`src/rtl/pwd_pkg.sv`:
```
// Shared types and constants for the password lockout controller.
package pwd_pkg;

    typedef enum logic [1:0] {
        IDLE,
        ENTRY,
        OPEN,
        LOCKOUT
    } state_t;

    localparam int SYM_W             = 2;
    localparam int DEF_TIMEOUT       = 16;
    localparam int DEF_UNLOCK_CYCLES = 20;
    localparam int DEF_LOCK_CYCLES   = 50;

    // Width needed to hold the largest of the three timer reload values.
    function automatic int tmr_width(input int a, input int b, input int c);
        int m;
        m = a;
        if (b > m) m = b;
        if (c > m) m = c;
        return $clog2(m + 1);
    endfunction

    localparam int TMR_W = tmr_width(DEF_TIMEOUT, DEF_UNLOCK_CYCLES, DEF_LOCK_CYCLES);

endpackage

```
`src/rtl/pwd_timer.sv`:
```
// Loadable down-counter; expired marks the last cycle of a loaded interval.
module pwd_timer
    import pwd_pkg::*;
#(
    parameter int W = TMR_W
) (
    input  logic         clk,
    input  logic         rst,
    input  logic         load,
    input  logic [W-1:0] load_val,
    output logic         expired
);

    logic [W-1:0] cnt;

    // NOTE: sequential state is assigned with <= so every register samples pre-edge values.
    always_ff @(posedge clk) begin
        if (rst) begin
            cnt <= '0;
        end else if (load) begin
            cnt <= load_val;
        end else if (cnt != '0) begin
            cnt <= cnt - 1'b1;
        end
    end

    // A value of N loaded at edge E makes the edge at E+N the expiry edge.
    assign expired = (cnt == W'(1));

endmodule

```
`src/rtl/pwd_lockout_ctrl.sv`:
```
// Password entry sequencer with timed unlock, failure counting and lockout.
module pwd_lockout_ctrl
    import pwd_pkg::*;
#(
    parameter int                         CODE_LEN      = 4,
    parameter logic [SYM_W*CODE_LEN-1:0]  DEFAULT_CODE  = 8'b11_01_10_10,
    parameter int                         MAX_FAIL      = 3,
    parameter int                         TIMEOUT       = DEF_TIMEOUT,
    parameter int                         UNLOCK_CYCLES = DEF_UNLOCK_CYCLES,
    parameter int                         LOCK_CYCLES   = DEF_LOCK_CYCLES
) (
    input  logic                            clk,
    input  logic                            rst,
    input  logic                            key_valid,
    input  logic [SYM_W-1:0]                key,
    input  logic                            prog,
    output logic                            unlock,
    output logic                            locked_out,
    output logic                            busy,
    output logic                            bad_attempt,
    output logic [$clog2(MAX_FAIL+1)-1:0]   fail_cnt
);

    localparam int              FW       = $clog2(MAX_FAIL + 1);
    localparam int              IW       = (CODE_LEN > 1) ? $clog2(CODE_LEN) : 1;
    localparam int              TW       = tmr_width(TIMEOUT, UNLOCK_CYCLES, LOCK_CYCLES);
    localparam logic [IW-1:0]   LAST     = IW'(CODE_LEN - 1);
    localparam logic [FW-1:0]   FAIL_MAX = FW'(MAX_FAIL);

    state_t                          state;
    logic [CODE_LEN-1:0][SYM_W-1:0]  code, shadow, shadow_next;
    logic [IW-1:0]                   idx, pidx;
    logic                            mismatch;

    logic            tmr_load, tmr_expired;
    logic [TW-1:0]   tmr_val;
    logic            accept, attempt_mm, attempt_done, timeout;
    logic            fail_evt, pass_evt, to_lock, prog_wr, prog_done;
    logic [FW-1:0]   fail_next;

    // NOTE: every always_comb output gets a default first so no latch is inferred.
    always_comb begin
        accept       = key_valid && ((state == IDLE) || (state == ENTRY));
        attempt_mm   = mismatch || (key != code[idx]);
        attempt_done = accept && (idx == LAST);
        timeout      = (state == ENTRY) && !key_valid && tmr_expired;
        fail_evt     = (attempt_done && attempt_mm) || timeout;
        pass_evt     = attempt_done && !attempt_mm;
        fail_next    = (fail_cnt == FAIL_MAX) ? fail_cnt : fail_cnt + 1'b1;
        to_lock      = fail_evt && (fail_next == FAIL_MAX);
        // Expiry beats a simultaneous programming strobe.
        prog_wr      = (state == OPEN) && !tmr_expired && key_valid && prog;
        prog_done    = prog_wr && (pidx == LAST);

        shadow_next       = shadow;
        shadow_next[pidx] = key;

        tmr_load = 1'b0;
        tmr_val  = '0;
        if (pass_evt) begin
            tmr_load = 1'b1;
            tmr_val  = TW'(UNLOCK_CYCLES);
        end else if (to_lock) begin
            tmr_load = 1'b1;
            tmr_val  = TW'(LOCK_CYCLES);
        end else if (accept && !attempt_done) begin
            tmr_load = 1'b1;
            tmr_val  = TW'(TIMEOUT);
        end else if (prog_wr && !prog_done) begin
            tmr_load = 1'b1;
            tmr_val  = TW'(UNLOCK_CYCLES);
        end
    end

    pwd_timer #(.W(TW)) u_timer (
        .clk      (clk),
        .rst      (rst),
        .load     (tmr_load),
        .load_val (tmr_val),
        .expired  (tmr_expired)
    );

    always_ff @(posedge clk) begin
        if (rst) begin
            state       <= IDLE;
            unlock      <= 1'b0;
            locked_out  <= 1'b0;
            busy        <= 1'b0;
            bad_attempt <= 1'b0;
            fail_cnt    <= '0;
            code        <= DEFAULT_CODE;
            shadow      <= '0;
            idx         <= '0;
            pidx        <= '0;
            mismatch    <= 1'b0;
        end else begin
            bad_attempt <= 1'b0;
            case (state)
                IDLE, ENTRY: begin
                    if (fail_evt) begin
                        bad_attempt <= 1'b1;
                        fail_cnt    <= fail_next;
                        idx         <= '0;
                        mismatch    <= 1'b0;
                        busy        <= 1'b0;
                        if (to_lock) begin
                            state      <= LOCKOUT;
                            locked_out <= 1'b1;
                        end else begin
                            state <= IDLE;
                        end
                    end else if (pass_evt) begin
                        state    <= OPEN;
                        unlock   <= 1'b1;
                        fail_cnt <= '0;
                        idx      <= '0;
                        pidx     <= '0;
                        mismatch <= 1'b0;
                        busy     <= 1'b0;
                    end else if (accept) begin
                        state    <= ENTRY;
                        busy     <= 1'b1;
                        idx      <= idx + 1'b1;
                        mismatch <= attempt_mm;
                    end
                end
                OPEN: begin
                    if (tmr_expired) begin
                        state  <= IDLE;
                        unlock <= 1'b0;
                        pidx   <= '0;
                    end else if (prog_wr) begin
                        shadow <= shadow_next;
                        if (prog_done) begin
                            code   <= shadow_next;
                            state  <= IDLE;
                            unlock <= 1'b0;
                            pidx   <= '0;
                        end else begin
                            pidx <= pidx + 1'b1;
                        end
                    end
                end
                LOCKOUT: begin
                    if (tmr_expired) begin
                        state      <= IDLE;
                        locked_out <= 1'b0;
                        fail_cnt   <= '0;
                    end
                end
                default: state <= IDLE;
            endcase
        end
    end

endmodule

```
`config.mk`:
```
export PLATFORM = sky130hd
export DESIGN_NAME = pwd_lockout_ctrl
export DESIGN_NICKNAME = d
export VERILOG_FILES = /design/src/rtl/pwd_pkg.sv /design/src/rtl/pwd_timer.sv /design/src/rtl/pwd_lockout_ctrl.sv
export SDC_FILE = /design/constraint.sdc
export NUM_CORES = 1
export LEC_CHECK = 0
export CAP_MARGIN = 5
export CORE_MARGIN = 1.5
export CORE_UTILIZATION = 50
export CTS_BUF_LIST = sky130_fd_sc_hd__clkbuf_16
export CTS_CLUSTER_DIAMETER = 60
export DETAILED_ROUTE_END_ITERATION = 10
export PLACE_DENSITY = 0.71
export REMOVE_ABC_BUFFERS = 1
export SLEW_MARGIN = 25
export SYNTH_ARGS = -nofsm -noshare
export SYNTH_HDL_FRONTEND = slang
export SYNTH_SLANG_ARGS = --single-unit
```
`constraint.sdc`:
```
create_clock -name clk -period 2.3 [get_ports clk]
set_input_delay 0.23 -clock clk [delete_from_list [all_inputs] [get_ports clk]]
set_output_delay 0.23 -clock clk [all_outputs]
set_load 0.01 [all_outputs]
```
==> flow_metrics.tcl, run 1 <==
set metrics [dict create \
    outcome "finished clean" \
    worstPathMaxFanout 6 \
    drc 0 \
    synth_adder_area_share_pct 5.74 \
    grt_pass1_vias 1416 \
    power.leakage_nw 0.738 \
    cts_tree "done" \
    hold_buffers 0 \
    critPathKind "reg -> reg" \
    fp-row-count 21 \
    total_power_w 0.00194 \
    gr-usage-all-layers_pct 21.6 \
    hold_end "shadow[4]" \
    grt_overflow 0 \
    clkLatencyLatePin_ns 0.27 \
    drt-initial-drc-count 95 \
    routed-via-count 1506 \
    hold_path_startpoint "shadow[4]" \
    drt.antenna.violating_nets 0 \
    min_path_cells 2 \
    p_int_w 0.00132 \
    finalHoldViolCount 0 \
    synth-compound-area-share_pct 17.9 \
    cts.sinks 33 \
    p_comb_share_pct 30.5 \
    seq_area_um2 662 \
    dp_cells 262 \
    area_growth_pct 20.0 \
    powerDensity_nw_per_um2 930 \
    grt_max_degree 34 \
    synthSimpleGateAreaFrac_pct 23.1 \
    fin_cells 270 \
    routed_via_density 5.58 \
    dp_hpwl_um 2680 \
    slew_headroom_pct 51.6 \
    synthXorXnorAreaFrac_pct 3.45 \
    worstSetupEndpointType "register" \
    maxCapViolCount 0 \
    ys.warnings.count 0 \
    die_area_um2 3850 \
    multi_input_area_um2 1010 \
    finalWirelength_um 3650 \
    start_util_pct 52.2 \
    rsz0062_at_grt "no" \
    worstReg2RegStart "idx[0]" \
    r2r_cells 6 \
    grt_pass1_wl_um 6140 \
    ioPinCount 12 \
    clkSlewWorstSetupHoldPaths_ns 0.06 \
    postCtsSetupBuffers 0 \
    synth_edf_count 0 \
    hold_ws_ns 0.452 \
    n_fill_cell 300 \
    core_um2 3340 \
    max_freq_mhz 463 \
    dr.pass1.iters 4 \
    power_frac_seq_pct 36.5 \
    period_share_pct 94.0 \
    die_w_um 62.0 \
    synth_cells 206 \
    rr_endpoint "u_timer.cnt[5]" \
    setup_viol 0 \
    required_ns 2.50 \
    synth_top_family_by_area "simple AND/OR/NAND/NOR gates" \
    vdd_drop_max_v 0.000681 \
    worstMarginPinSlew_ns 0.719 \
    avgSynthCellArea_um2 8.46 \
    syn_area_um2 1740 \
    routedWlPerCell_um 13.5 \
    ys_async_sr_fraction_pct 0 \
    p_sw_share_pct 32.0 \
    p_sw_w 0.000623 \
    seq_area_frac_synth_pct 37.9 \
    diodes 0 \
    root_buffer "clkbuf_16" \
    die_y_um 62.0 \
    slew_viol_final 0 \
    clockPowerShare_pct 33.0 \
    port-buffer-count 11 \
    synthMuxAreaShare_pct 6.46 \
    final_util_pct 62.7 \
    synth_seq_cells 33 \
    finalClockSkew_ns 0.00670 \
    place.gp.congestion 0.825 \
    fin_nets 237 \
    setup_tns_ns 0 \
    hold_class "reg -> reg" \
    cts_resized 0 \
    crit_start "idx[0]" \
    numCtsBuffers 5 \
    finalCriticalPeriod_ns 2.16 \
    crit_arrival_ns 2.36 \
    grt_antenna_before_repair 0 \
    clockBufferDepth 2 \
    synth_flop_cell "dfxtp_1" \
    drive_above_1_share_pct 14.7 \
    htreeDepth 2 \
    setup.worst_path.start_class "register" \
    synth_cell_types 44 \
    ff2ff_setup_slack_ns 0.14 \
]
## worst max-delay path: stages (launching register included)
cell	delay [ns]
dfxtp_2	0.35
mux4_2	0.52
xor2_2	0.16
a31oi_2	0.09
o21a_4	0.27
or4_4	0.51
a211oi_2	0.18
## per-layer routing
metal / GRT usage, % / routed length (µm) / vias up
met4: 8.21 / 34 / 0
met1: 28.9 / 1760 / 718
met2: 33.3 / 1750 / 20
li1: - / - / 764
met5: 0 / 0 / -
met3: 5.59 / 104 / 4
## cell usage after synthesis, types with 2 or more instances
master	count	area, µm²
a211o_1	3	26.3
a211oi_1	3	22.5
a21oi_1	19	95.1
a221oi_1	2	17.5
a311oi_1	2	17.5
a31oi_1	2	12.5
and2_1	2	12.5
clkbuf_1	7	26.3
dfxtp_1	33	661
ha_1	8	100
inv_1	6	22.5
mux2i_1	9	90.1
nand2_1	33	124
nand2b_1	2	12.5
nand3_1	10	50.1
nor2_1	14	52.6
nor3_1	12	60.1
nor3b_1	3	22.5
nor4_1	3	18.8
o211ai_1	4	30.0
o21ai_0	3	15.0
xnor2_1	4	35.0
## logic make-up after synthesis
| family | Yosys count |
|---|---|
| buf+inv | 19 |
| mux | 10 |
| fa+ha+maj | 8 |
| flops | 33 |
| compound gates | 45 |
| xor+xnor | 6 |
| simple gates | 85 |
## worst max-delay path by stage
stage / to / slack, ns / depth (start not counted)
3_5_place_dp: u_timer.cnt[1] / -0.02 / 8
5_1_grt: u_timer.cnt[5] / 0.02 / 7
3_3_place_gp: u_timer.cnt[1] / 0.06 / 6
4_1_cts: u_timer.cnt[1] / 0.04 / 7
6_report: u_timer.cnt[5] / 0.14 / 6
2_1_floorplan: code[1] / 0.08 / 6
## placed cells by master (no fill, tap or decap), types with 5 or more instances in the layout
cell type,netlist,layout
a21oi_1,19,19
buf_4,1,10
clkbuf_16,0,5
clkdlybuf4s50_1,0,11
dfxtp_1,33,32
ha_1,8,8
inv_1,6,6
mux2i_1,9,8
nand2_1,33,33
nand3_1,10,10
nor2_1,14,14
nor3_1,12,12
## per-stage QoR
stage	cell area [µm²]	setup slack [ns]
2_1_floorplan	1680	0.0790
4_1_cts	2070	0.0356
5_1_grt	2090	0.0161
3_5_place_dp	1930	-0.0206
3_3_place_gp	1930	0.0565
6_report	2090	0.138
## power by group through the flow
stage	registers, W	logic [W]	clock network (W)
2_1_floorplan	0.000707	0.000433	0
3_3_place_gp	0.000715	0.000551	0
3_5_place_dp	0.000716	0.000581	0
4_1_cts	0.000706	0.000585	0.000647
5_1_grt	0.000718	0.000674	0.000681
6_report	0.000710	0.000594	0.000641
## state kept, by name (all words and copies together), names as in the netlist
register and flops:
locked_out 1, shadow 6, u_timer.cnt 6, idx 2
fail_cnt 2, bad_attempt 1, mismatch 1, code 8
state 2, busy 1, unlock 1, pidx 2
## cell type report
| class | count | share of cell area, % |
|---|---|---|
| clock buffer | 5 | 5.98 |
| clock inverter | 3 | 0.838 |
| inverter | 7 | 1.26 |
| multi-input combinational | 154 | 48.1 |
| sequential | 33 | 31.7 |
| tap | 46 | 2.75 |
| timing repair buffer | 22 | 9.40 |
(Power assumes the default switching activity.)
==> run 2, diff against run 1 <==
--- a/config.mk
+++ b/config.mk
@@ -5,13 +5,14 @@
 export SDC_FILE = /design/constraint.sdc
 export NUM_CORES = 1
 export LEC_CHECK = 0
-export CAP_MARGIN = 5
+export ABC_AREA = 1
+export CAP_MARGIN = 20
 export CORE_MARGIN = 1.5
 export CORE_UTILIZATION = 50
 export CTS_BUF_LIST = sky130_fd_sc_hd__clkbuf_16
 export CTS_CLUSTER_DIAMETER = 60
 export DETAILED_ROUTE_END_ITERATION = 10
-export PLACE_DENSITY = 0.71
+export PLACE_DENSITY = 0.68
 export REMOVE_ABC_BUFFERS = 1
 export SLEW_MARGIN = 25
 export SYNTH_ARGS = -nofsm -noshare
==> constraint.sdc (replaced) <==
create_clock -name clk -period 2.6 [get_ports clk]
set_input_delay 0.26 -clock clk [delete_from_list [all_inputs] [get_ports clk]]
set_output_delay 0.26 -clock clk [all_outputs]
set_load 0.01 [all_outputs]
==> run 2 against run 1 <==
  * Sequential power shrank 20%
  * Sequential cell count unchanged
  * Clock skew shrank 0.0020 ns
  * Setup slack improved by 0.73 ns
  * Die area is 3.0% higher
  * Count of clock-buffer cells in the layout did not move
  * Clock power decreased by 13%
  * Critical path type unchanged
==> flow_metrics.tcl, run 2 <==
set metrics [dict create \
    gr-usage-all-layers_pct 20.9 \
    place.gp.congestion 0.851 \
    power_frac_seq_pct 39.5 \
    fin_nets 281 \
    setup_tns_ns 0 \
    hold_buffers 0 \
    grt_antenna_before_repair 0 \
    n_fill_cell 317 \
    drive_above_1_share_pct 13.8 \
    worstPathMaxFanout 9 \
    final_util_pct 61.6 \
    met1_usage_pct 25.6 \
    start_util_pct 53.0 \
    dp_hpwl_um 2530 \
    seq_area_um2 661 \
    finalWirelength_um 3520 \
    die_w_um 63.0 \
    worstSetupEndpointType "register" \
    synth_most_common_cell "nand2_1" \
    grt_use_met2_pct 32.7 \
    period_share_pct 66.7 \
    busiest_layer "met2" \
    drt.antenna.violating_nets 0 \
    synth_commonest_cells "nand2_1, inv_1, dfxtp_1, a21oi_1, o21ai_0" \
    worstMarginPinSlew_ns 0.528 \
    slew_viol_final 0 \
    p_comb_share_pct 21.7 \
    synth_seq_cells 33 \
    fp-row-count 21 \
    hold_class "reg -> reg" \
    synth_top_area_cell "dfxtp_1" \
    design_area_um2 2090 \
    vdd_drop_max_v 0.000472 \
    crit_arrival_ns 1.90 \
    total_power_w 0.00143 \
    setup_ws_ns 0.866 \
    dp_slack_ns 0.679 \
    avgSynthCellArea_um2 7.11 \
    finalCriticalPeriod_ns 1.73 \
    outcome "finished clean" \
    power.leakage_nw 0.961 \
    p_int_w 0.00102 \
    drc 0 \
    p_sw_share_pct 29.0 \
    powerDensity_nw_per_um2 686 \
    numCtsBuffers 5 \
    port-buffer-count 11 \
    synth_cell_types 29 \
    setup_viol 0 \
    place_area_um2 1950 \
    cts_tree "done" \
    die_y_um 63.0 \
    largest_reg_flops 8 \
    core_um2 3390 \
    ys.warnings.count 0 \
    clkSlewWorstSetupHoldPaths_ns 0.05 \
    reg.largest.list "code x8, shadow x6, u_timer.cnt x6" \
    drt-initial-drc-count 77 \
    postCtsSetupBuffers 0 \
    max_freq_mhz 577 \
    grt_pass1_wl_um 6500 \
    area_growth_pct 16.1 \
    routed-via-count 1538 \
    clkLatencyLatePin_ns 0.28 \
    final_cell_mix "nand2_1, inv_1, dfxtp_1" \
    finalClockSkew_ns 0.00470 \
    grt_max_degree 17 \
    ioPinCount 12 \
    min_path_cells 2 \
    grt_pass1_vias 1570 \
    dr.pass1.iters 6 \
    die_area_um2 3960 \
    clockBufferDepth 2 \
    rsz0062_at_grt "no" \
    grt.met3_usage_pct 6.85 \
    synth_flop_cell "dfxtp_1" \
    routedWlPerCell_um 11.2 \
    maxCapViolCount 0 \
    slew_headroom_pct 64.8 \
    r2r_cells 13 \
    clockPowerShare_pct 38.8 \
    routed_via_density 4.90 \
    synth_cells 253 \
    setup.worst_path.start_class "register" \
    syn_area_um2 1800 \
    ys_async_sr_fraction_pct 0 \
    required_ns 2.77 \
    grt_overflow 0 \
    regMostFlops "code" \
    htreeDepth 2 \
    synth_top_area_share_pct 36.7 \
    root_buffer "clkbuf_16" \
    final_common_cell "nand2_1" \
    seq_area_frac_synth_pct 36.7 \
    finalHoldViolCount 0 \
    p_sw_w 0.000416 \
    cts.sinks 33 \
    synth_edf_count 0 \
    multi_input_area_um2 958 \
    critPathKind "reg -> reg" \
    cts_resized 0 \
    synthTopCellsByArea "dfxtp_1, nand2_1, inv_1, ha_1, a21oi_1" \
    diodes 0 \
]
## run 2: cell types whose count changed after synthesis, moves of 7 or more
cell / change
o21ai_0: +15
nor3_1: -11
inv_1: +30
mux2i_1: -9
nand3_1: +7
nand2_1: +28
nand2_2: +9
## run 2: stage by stage
step / hold WS [ns] / instances
floorplan: 0.329 / 248
global placement: 0.438 / 306
detailed placement: 0.442 / 306
CTS: 0.452 / 314
global route: 0.472 / 314
finish: 0.446 / 314
## run 2: metal layers
metal	part of all wire [%]	up-vias
li1	-	827
met1	50	665
met2	43	33
met3	4.8	13
met4	3.1	0
met5	0	-
## run 2: power groups by stage
stage	registers, W	clock network, W	logic (W)
CTS	0.000565	0.000570	0.000314
detailed placement	0.000575	0	0.000311
global placement	0.000576	0	0.000312
finish	0.000566	0.000556	0.000310
floorplan	0.000571	0	0.000247
global route	0.000569	0.000598	0.000361
## run 2: area by class of cell
type                       instances  area share (%)
clock inverter                     3           0.659
sequential                        33            31.6
clock buffer                       5            5.99
tap                               46            2.76
inverter                          41            7.43
timing repair buffer              12            5.63
multi-input combinational        174            45.9
## run 2: worst max-delay path, stage by stage, from the launching register on
cell     delay, ns
dfxtp_1       0.32
inv_1         0.09
ha_1          0.19
nand3_2       0.13
nand2_2       0.12
nor2_4        0.05
nand2_2       0.17
nand2_2       0.10
nand2_1       0.08
inv_2         0.04
nor2_1        0.16
nand2_1       0.07
nand2_1       0.06
a21oi_1       0.05
## run 2: final timing paths
path                            slack [ns]        end      startpoint
worst max-delay path                  0.87   state[0]  u_timer.cnt[1]
worst min-delay path                  0.45  shadow[0]       shadow[0]
worst max register to register        0.87   state[0]  u_timer.cnt[1]
worst min register to register        0.45  shadow[0]       shadow[0]
## run 2: logic make-up after synthesis
group | count (synthesis) | share of synthesized area (%)
AOI/OAI and AO/OA | 42 | 12.3
xor gates and xnor gates | 4 | 1.95
adders and majority gates | 8 | 5.57
buffers and inverters | 46 | 9.95
DFF | 33 | 36.7
and+or+nand+nor | 120 | 33.5
==> variant (config.mk and constraints of run 1) <==
Re-encode `state_t` (4 states) as one-hot, 4 bits wide.
--- a/src/rtl/pwd_pkg.sv
+++ b/src/rtl/pwd_pkg.sv
@@ -3,7 +3,7 @@
 
-    typedef enum logic [1:0] {
-        IDLE,
-        ENTRY,
-        OPEN,
-        LOCKOUT
+    typedef enum logic [3:0] {
+        IDLE    = 4'b0001,
+        ENTRY   = 4'b0010,
+        OPEN    = 4'b0100,
+        LOCKOUT = 4'b1000
     } state_t;
Behaviour: no difference found for any inputs over 10 cycles, from zero or initial values and one cycle with rst high; not proved beyond that.
==> variant against run 1 <==
Setup slack lost 0.018 ns. Die area grew 9.6%. Clock power shrank 3%. Cell area grew 8.4%. Combinational power shrank 11%. Power shrank 3.6%. Sequential cell count grew 2. Area after synthesis grew 10%. Via count grew 6.3%. Count of clock-buffer cells in the layout is the same. Sequential share of layout area shrank 0.74 points. Non-clock buffer count shrank 1. Wire length grew 17%. Largest cell class unchanged.
==> variant: results (changes against run 1) <==
slew at the pin closest to its max-slew limit=0.503 ns (was 0.719 ns); wire per inst=15.5 µm (was 13.5 µm); initial antenna violation count=0 (unchanged); worst slack, placed=0.0481 ns (was -0.0206 ns); Synth top cells by count=dfxtp_1 (35), nor2_1 (23), mux2i_1 (19) (was dfxtp_1 (33), nand2_1 (33), a21oi_1 (19)); status=finished clean (unchanged); Top Registers=code x8, shadow x6, u_timer.cnt x6 (unchanged); Yosys top cell area share=0.365 (was 0.379); Setup Skew=0.00318 ns (was 0.00670 ns); met2 wire len=2180 µm (was 1750 µm); Iteration-0 DRC Markers=42 (was 95); P_leak=0.820 nW (was 0.738 nW); RR Startpoint=state[3] (was idx[0]); number of setup buffers added after CTS=0 (unchanged); Hold WS=0.457 ns (was 0.452 ns); Hold EP=unlock (was shadow[4]); Synth async-reset ratio=0 (unchanged); via/cell ratio=5.82 (was 5.58); hold depth=2 (unchanged); number of global-route vias before repair=1549 (was 1416); DP Area=0.00213 mm² (was 0.00193 mm²); Total Routing Usage GR=0.223 (was 0.216); sequential share of the synthesized area=0.365 (was 0.379); CP Max Fanout=6 (unchanged); worst hold start=unlock (was shadow[4]); pin count of the biggest net entering global routing=22 (was 34); met1 wire length=1870 µm (was 1760 µm); Worst R2R End=u_timer.cnt[4] (was u_timer.cnt[5]); Arr. time, crit path=2.40 ns (was 2.36 ns); Bufs on Longest Clock Path=2 (unchanged); Yosys warnings=0 (unchanged); setup slack, reg-to-reg=0.12 ns (was 0.14 ns); wire length on met3=133 µm (was 104 µm); GP Congestion=0.853 (was 0.825); Reg2Reg Depth=5 (was 6); clk_lat worst skew=0.28 ns; DPL Wire Length=3100 µm (was 2680 µm); Area contributors post-synth=dfxtp_1 (37%), mux2i_1 (9.9%), ha_1 (5.2%) (was dfxtp_1 (38%), nand2_1 (7.1%), ha_1 (5.7%)); Port Buf Inserts=11 (unchanged); synth unique cells=49 (was 44); Max VDD drop=486 µV (was 681 µV); fin nets=240 (was 237); layout cell share with drive strength beyond 1=0.137 (was 0.147); first-pass GRT wire length=7160 µm (was 6140 µm)
[variant: cell count changes in the layout (fill, tap and decap cells not counted), moves of 3 or more]
cell,before,now
a211oi_1,3,8
a21oi_1,19,12
and3_1,0,3
dfxtp_1,32,35
inv_1,6,10
mux2i_1,8,19
nand2_1,33,13
nand3_1,10,2
nor2_1,14,23
nor3_1,12,7
nor3b_1,3,6
o211ai_1,4,0
[variant: critical path, cell delays in order (launching register included)]
cell       delay, ns
dfxtp_1         0.37
or4b_1          0.71
a2111oi_4       0.53
nor3b_1         0.12
a21oi_2         0.24
o21ba_1         0.16
[variant: area by class of cell]
class | instances | area, µm²
tap | 48 | 60.1
clock inverter | 3 | 11.3
inverter | 9 | 33.8
sequential | 35 | 701
timing repair buffer | 21 | 185
clock buffer | 5 | 125
multi-input combinational | 154 | 1150
fill | 329 | 1400
[variant: logic make-up (layout without fill, tap and decap cells)]
kind of cell / Yosys count / in the layout / synth area share
xor+xnor: 6 / 6 / 0.0274
mux: 21 / 21 / 0.117
flops: 35 / 35 / 0.365
fa+ha+maj: 8 / 8 / 0.0522
simple gates: 72 / 72 / 0.211
buf+inv: 18 / 38 / 0.0359
compound gates: 47 / 47 / 0.192
[variant: how the worst max path moves through the flow]
stage	from	end	slack (ns)	depth (start not counted)
final	state[3]	u_timer.cnt[4]	0.12	5
after floorplan	state[3]	u_timer.cnt[4]	0.43	5
after global routing	state[3]	u_timer.cnt[4]	0.05	5
after global placement	key_valid	u_timer.cnt[2]	0.15	6
after detailed placement	key_valid	locked_out	0.05	6
after CTS	state[3]	u_timer.cnt[4]	0.13	5
[variant: layer usage]
layer,vias up,track usage
li1,791,-
met5,-,0
met3,6,0.0521
met2,33,0.394
met4,0,0.0851
met1,771,0.260
[variant: where the power goes]
part           switching [W]  internal, W  leakage [nW]
clock               0.000232     0.000389        0.0701
sequential         0.0000692     0.000658         0.285
combinational       0.000282     0.000245         0.465
total               0.000583      0.00129         0.820
[variant: through the flow]
step | cells | utilization
6_report | 275 | 0.619
5_1_grt | 275 | 0.619
4_1_cts | 275 | 0.619
3_5_place_dp | 267 | 0.582
3_3_place_gp | 267 | 0.582
2_1_floorplan | 198 | -
